## src/rtl/paddle_square_object.sv

```systemverilog
// Paddle position controller with slow-to-fast key acceleration and a registered pixel locator.
// Optional PADDLE_WRAP_EN: wrap around the screen edges instead of clamping.
//
//   state | meaning
//   IDLE  | no key (or frozen), paddle still, hold_cnt = 0
//   SLOW  | moving STEP_SLOW per frame, hold_cnt counts slow moves
//   FAST  | moving STEP_FAST per frame in the same direction
module paddle_square_object #(
  parameter int OBJECT_WIDTH_X  = 64,
  parameter int OBJECT_HEIGHT_Y = 16,
  parameter int SCREEN_WIDTH    = 640,
  parameter int INIT_X          = 288,
  parameter int FIXED_Y         = 440,
  parameter int STEP_SLOW       = 4,
  parameter int STEP_FAST       = 8,
  parameter int HOLD_FRAMES     = 8
) (
  input  logic        clk,
  input  logic        resetN,
  input  logic [10:0] pixelX,
  input  logic [10:0] pixelY,
  input  logic        startOfFrame,
  input  logic        leftKey,
  input  logic        rightKey,
  input  logic        freeze,
  output logic [10:0] offsetX,
  output logic [10:0] offsetY,
  output logic        InsideRectangle,
  output logic [10:0] topLeftX,
  output logic [10:0] topLeftY
);

  localparam int HW = $clog2(HOLD_FRAMES + 1);
  localparam logic [HW-1:0] HOLD_MAX = HW'(HOLD_FRAMES);
  localparam logic [11:0] MAX_X12 = 12'(SCREEN_WIDTH - OBJECT_WIDTH_X);
  localparam logic [11:0] W12 = 12'(OBJECT_WIDTH_X);
  localparam logic [11:0] H12 = 12'(OBJECT_HEIGHT_Y);
  localparam logic [11:0] SLOW12 = 12'(STEP_SLOW);
  localparam logic [11:0] FAST12 = 12'(STEP_FAST);

  typedef enum logic [1:0] {IDLE, SLOW, FAST} state_t;
  typedef enum logic [1:0] {DIR_NONE, DIR_L, DIR_R} dir_t;

  state_t        state, state_nxt;
  dir_t          dir, last_dir, last_dir_nxt;
  logic [HW-1:0] hold_cnt, hold_nxt, hold_inc;
  logic          move_en;
  logic [11:0]   step12, x12, x_sum, x_target;
  logic [10:0]   x_nxt;

  assign topLeftY = 11'(FIXED_Y);

  always_comb begin
    dir          = DIR_NONE;
    state_nxt    = state;
    hold_nxt     = hold_cnt;
    last_dir_nxt = last_dir;
    move_en      = 1'b0;
    step12       = SLOW12;
    hold_inc     = hold_cnt + 1'b1;

    if (leftKey && !rightKey)      dir = DIR_L;
    else if (rightKey && !leftKey) dir = DIR_R;

    if (freeze || dir == DIR_NONE) begin
      state_nxt = IDLE;
      hold_nxt  = '0;
    end else begin
      move_en      = 1'b1;
      last_dir_nxt = dir;
      if (state == IDLE || dir != last_dir) begin
        hold_nxt  = HW'(1);
        state_nxt = (HOLD_FRAMES > 1) ? SLOW : FAST;
      end else if (state == SLOW) begin
        hold_nxt  = hold_inc;
        state_nxt = (hold_inc >= HOLD_MAX) ? FAST : SLOW;
      end else begin
        step12 = FAST12;
      end
    end
  end

  // 12-bit arithmetic so neither direction can overflow before clamping
  always_comb begin
    x12      = {1'b0, topLeftX};
    x_sum    = x12 + step12;
    x_target = x12;
    if (move_en && dir == DIR_L) begin
      if (x12 < step12) begin
`ifdef PADDLE_WRAP_EN
        x_target = (x12 == 12'd0) ? MAX_X12 : 12'd0;
`else
        x_target = 12'd0;
`endif
      end else begin
        x_target = x12 - step12;
      end
    end else if (move_en && dir == DIR_R) begin
      if (x_sum > MAX_X12) begin
`ifdef PADDLE_WRAP_EN
        x_target = (x12 == MAX_X12) ? 12'd0 : MAX_X12;
`else
        x_target = MAX_X12;
`endif
      end else begin
        x_target = x_sum;
      end
    end
    x_nxt = x_target[10:0];
  end

  logic [11:0] px12, py12, tlx12, tly12;
  logic        inside_c;

  always_comb begin
    px12  = {1'b0, pixelX};
    py12  = {1'b0, pixelY};
    tlx12 = {1'b0, topLeftX};
    tly12 = {1'b0, topLeftY};
    inside_c = (px12 >= tlx12) && (px12 < tlx12 + W12) &&
               (py12 >= tly12) && (py12 < tly12 + H12);
  end

  always_ff @(posedge clk) begin
    if (!resetN) begin
      topLeftX        <= 11'(INIT_X);
      state           <= IDLE;
      hold_cnt        <= '0;
      last_dir        <= DIR_NONE;
      InsideRectangle <= 1'b0;
      offsetX         <= '0;
      offsetY         <= '0;
    end else begin
      InsideRectangle <= inside_c;
      offsetX         <= inside_c ? (pixelX - topLeftX) : 11'd0;
      offsetY         <= inside_c ? (pixelY - topLeftY) : 11'd0;
      if (startOfFrame) begin
        topLeftX <= x_nxt;
        state    <= state_nxt;
        hold_cnt <= hold_nxt;
        last_dir <= last_dir_nxt;
      end
    end
  end

endmodule

```

## config.mk

```make
export PLATFORM = sky130hd
export DESIGN_NAME = paddle_square_object
export DESIGN_NICKNAME = d
export VERILOG_FILES = /design/src/rtl/paddle_square_object.sv
export SDC_FILE = /design/constraint.sdc
export NUM_CORES = 1
export LEC_CHECK = 0
export BUFFER_PORTS_ARGS = -buffer_cell sky130_fd_sc_hd__clkbuf_2
export CAP_MARGIN = 5
export CORE_MARGIN = 5
export CORE_UTILIZATION = 45
export DETAILED_ROUTE_END_ITERATION = 10
export GPL_TIMING_DRIVEN = 0
export PLACE_DENSITY = 0.76
export SETUP_SLACK_MARGIN = 0.4
export SYNTH_ARGS = -nofsm -noshare
export SYNTH_HDL_FRONTEND = slang
export SYNTH_SLANG_ARGS = --single-unit
```

## constraint.sdc

```tcl
create_clock -name clk -period 2.91 [get_ports clk]
set_input_delay 0.1455 -clock clk [delete_from_list [all_inputs] [get_ports clk]]
set_output_delay 0.1455 -clock clk [all_outputs]
set_load 0.02 [all_outputs]
```

==> results_dict.tcl <==
set metrics [dict create \
    multi_input_area_sq_um 1946 \
    ys_async_sr_fraction 0 \
    cp_max_fo 6 \
    setup_tns_ns 0 \
    busiest_layer "met2" \
    area_delta_synth_final_pct 32.53 \
    routed_wl_mm 7.581 \
    grt_max_degree 14 \
    synth_edf_count 0 \
    drv_slew 0 \
    arrival_ns 3.06 \
    whs_ns 0.03817 \
    grt_pass1_wl_mm 11.99 \
    cts_buffers 5 \
    netlist_top_cells_area "dfxtp_1 28%, ha_1 13%, nor2_1 4.4%, inv_1 4.3%, buf_4 3.5%" \
    setup_viol 0 \
    fillers 532 \
    worst_skew_pair.late_latency_ns 0.30 \
    p_leak_nw 1.685 \
    vias 2818 \
    ys_warn_count 0 \
    hp-class "input pin to flip-flop" \
    gp_congestion 0.9317 \
    die_w_um 89.04 \
    cts_tree "built" \
    rows 28 \
    postSynthCellCount 343 \
    dr.pass1.iters 4 \
    portBuffers 59 \
    use_met1 0.2368 \
    grt_use_total 0.1915 \
    intPower_w 0.0009630 \
    drive_gt1_frac 0.3198 \
    h-tree-depth 2 \
    via_per_inst 5.430 \
    syn-cell-area_sq_um 2811 \
    pwr-share-seq 0.416 \
    fin_util 0.6220 \
    slowest_delay_ns 0.53 \
    diodes 0 \
    combinationalPowerShare 0.223 \
    wire_per_inst_um 14.61 \
    slowest_stage "or4b_4" \
    yosysUniqueCellTypes 62 \
    detail-route-antenna-nets 0 \
    grt_pass1_vias 2647 \
    dpl_cell_area_sq_um 3346 \
    hold_viol 0 \
    ir_drop_uv 267.5 \
    clkTransAtPathRegs_ns 0.08 \
    synth_ff_type "dfxtp_1" \
    max_cap_violations 0 \
    avgSynthCellArea_sq_um 8.197 \
    ctsHoldBuffers 0 \
    path_cells "xor2_1 -> nor2_2 -> nand3_4 -> ha_4 -> inv_2 -> fa_2 -> or4b_4 -> o41ai_4 -> buf_4 -> nor4_2 -> o31ai_2 -> nand2_1 -> o221a_1" \
    max_slew_margin 0.5091 \
    critical_path_class "flip-flop to flip-flop" \
    clkPwrFrac 0.360 \
    rsz0062_at_grt "true" \
    finalPower_w 0.001348 \
    hpwl_mm 5.678 \
    grt.met2_usage 0.3408 \
    globalRouteOverflowTotal 0 \
    worst_slew_pin_slew_ns 0.7314 \
    die_area_sq_um 7928 \
    fin_area_sq_um 3726 \
    cts.sinks 40 \
    switching_power_w 0.0003855 \
    netlist.area_leader.share 0.2848 \
    ys_seq_elements 40 \
    clock.fmax_mhz 348.7 \
    ios 73 \
    switching_share 0.2859 \
    synth_seq_area_share 0.2848 \
    start_util 0.4693 \
    die_h_um 89.04 \
    core-area_sq_um 5991 \
    required_ns 3.10 \
    regArea_sq_um 808.3 \
    yosysTopAreaCell "dfxtp_1" \
    fin_crit_sh 0.9854 \
    drt_first_iter_violations 184 \
    skew_ns 0.009539 \
    drc 0 \
    cellPowerDensity_nw_per_um2 361.9 \
    critPathCaptureType "flip-flop" \
    final.min_clock_period_ns 2.867 \
    clk_path_buf_depth 2 \
    clockRootBuffer "clkbuf_8" \
    nets 502 \
    antenna_found_initial 0 \
    met3_usage 0.03410 \
    outcome "finished, final reports clean" \
    cp-start-kind "flip-flop" \
]
-- flip-flops by register name, summed over array words and instances, names as in the netlist --
| signal | flops |
|---|---|
| state | 2 |
| offsetY | 11 |
| hold_cnt | 4 |
| last_dir | 2 |
| offsetX | 11 |
| topLeftX | 9 |
| InsideRectangle | 1 |
-- worst paths after layout --
check             cells after the start           to  slack [ns]   startpoint
hold reg to reg                       2  hold_cnt[3]        0.47  hold_cnt[3]
hold / removal                        3   offsetY[0]        0.04    pixelY[0]
setup reg to reg                     13  topLeftX[6]        0.04  last_dir[0]
setup / recovery                     13  topLeftX[6]        0.04  last_dir[0]
-- logic make-up after synthesis --
kind of cell,count (synthesis),share of synthesized area
fa+ha+maj,31,0.1433
flops,40,0.2848
compound gates,82,0.2043
simple gates,115,0.2105
xor+xnor,16,0.04985
other cells,2,0.002671
buf+inv,55,0.09746
mux,2,0.007121
-- through the flow --
stage               cells  setup WS, ns
floorplan             358       0.05072
global placement      492       -0.5122
detailed placement    492       -0.5647
CTS                   514       0.05956
global route          519       -0.1303
finish                519       0.04252
-- placed cells by master, fill, tap and decap left out, types with 3 or more instances in the layout --
master    count
nor2b_1       6
a21o_1        3
clkbuf_8      6
nor3_1       12
buf_6         4
xor2_1        8
xnor2_1       8
ha_4          5
buf_4        30
nand2b_1      4
nand4_1       5
nor4_1        3
nand2_1      21
clkbuf_1      3
ha_1         23
clkbuf_2     59
nor2_1       31
a21oi_1      19
o21a_1        3
a31oi_1       7
dfxtp_2       3
o21ai_0      16
nand3_1       9
dfxtp_1      36
inv_1        28
conb_1       17
-- critical path, delay by kind of cell (launching register included) --
kind | cells | cell delay [ns]
AO/OA/AOI/OAI | 3 | 0.61
adder cells (fa/ha/maj) | 2 | 0.51
AND/OR/NAND/NOR | 5 | 0.89
buffers and inverters | 2 | 0.24
flip-flops | 1 | 0.34
XOR/XNOR | 1 | 0.17
-- layout make-up --
class / instances / area share
clock inverter: 2 / 0.01041
sequential: 40 / 0.2169
clock buffer: 6 / 0.02216
multi-input combinational: 263 / 0.5222
buffer: 23 / 0.04500
timing repair buffer: 78 / 0.1219
inverter: 32 / 0.03627
tap: 75 / 0.02518
-- metal layers --
metal / share of wire / vias to the layer above / routed length [um]
met4: 0.018 / 0 / 140
met1: 0.41 / 1304 / 3145
met3: 0.078 / 17 / 588
li1: - / 1386 / -
met2: 0.49 / 111 / 3707
met5: 0 / - / 0
-- power by group through the flow --
stage / sequential (W) / combinational (W) / clock [W]
floorplan: 0.000580 / 0.000192 / 0
global placement: 0.000574 / 0.000268 / 0
detailed placement: 0.000574 / 0.000273 / 0
CTS: 0.000561 / 0.000289 / 0.000500
global route: 0.000563 / 0.000332 / 0.000525
finish: 0.000562 / 0.000301 / 0.000486
-- synthesized netlist by cell type (3+ instances only) --
cell type / count
a211oi_1: 3
a21o_1: 3
a21oi_1: 19
a31oi_1: 7
and3_1: 3
buf_2: 3
buf_4: 13
clkbuf_1: 5
dfxtp_1: 40
ha_1: 29
inv_1: 32
nand2_1: 21
nand2b_1: 4
nand3_1: 10
nand4_1: 5
nor2_1: 33
nor2b_1: 8
nor3_1: 13
nor4_1: 4
o21a_1: 3
o21ai_0: 17
or3_1: 3
xnor2_1: 8
xor2_1: 8
-- timing repair --
item,4_1_cts,5_1_grt
buffers inserted,14,5
pin swaps,16,5
gates resized for setup,23,9
setup endpoints to repair,29,30
No activity file was read; power rests on OpenSTA's default activity.
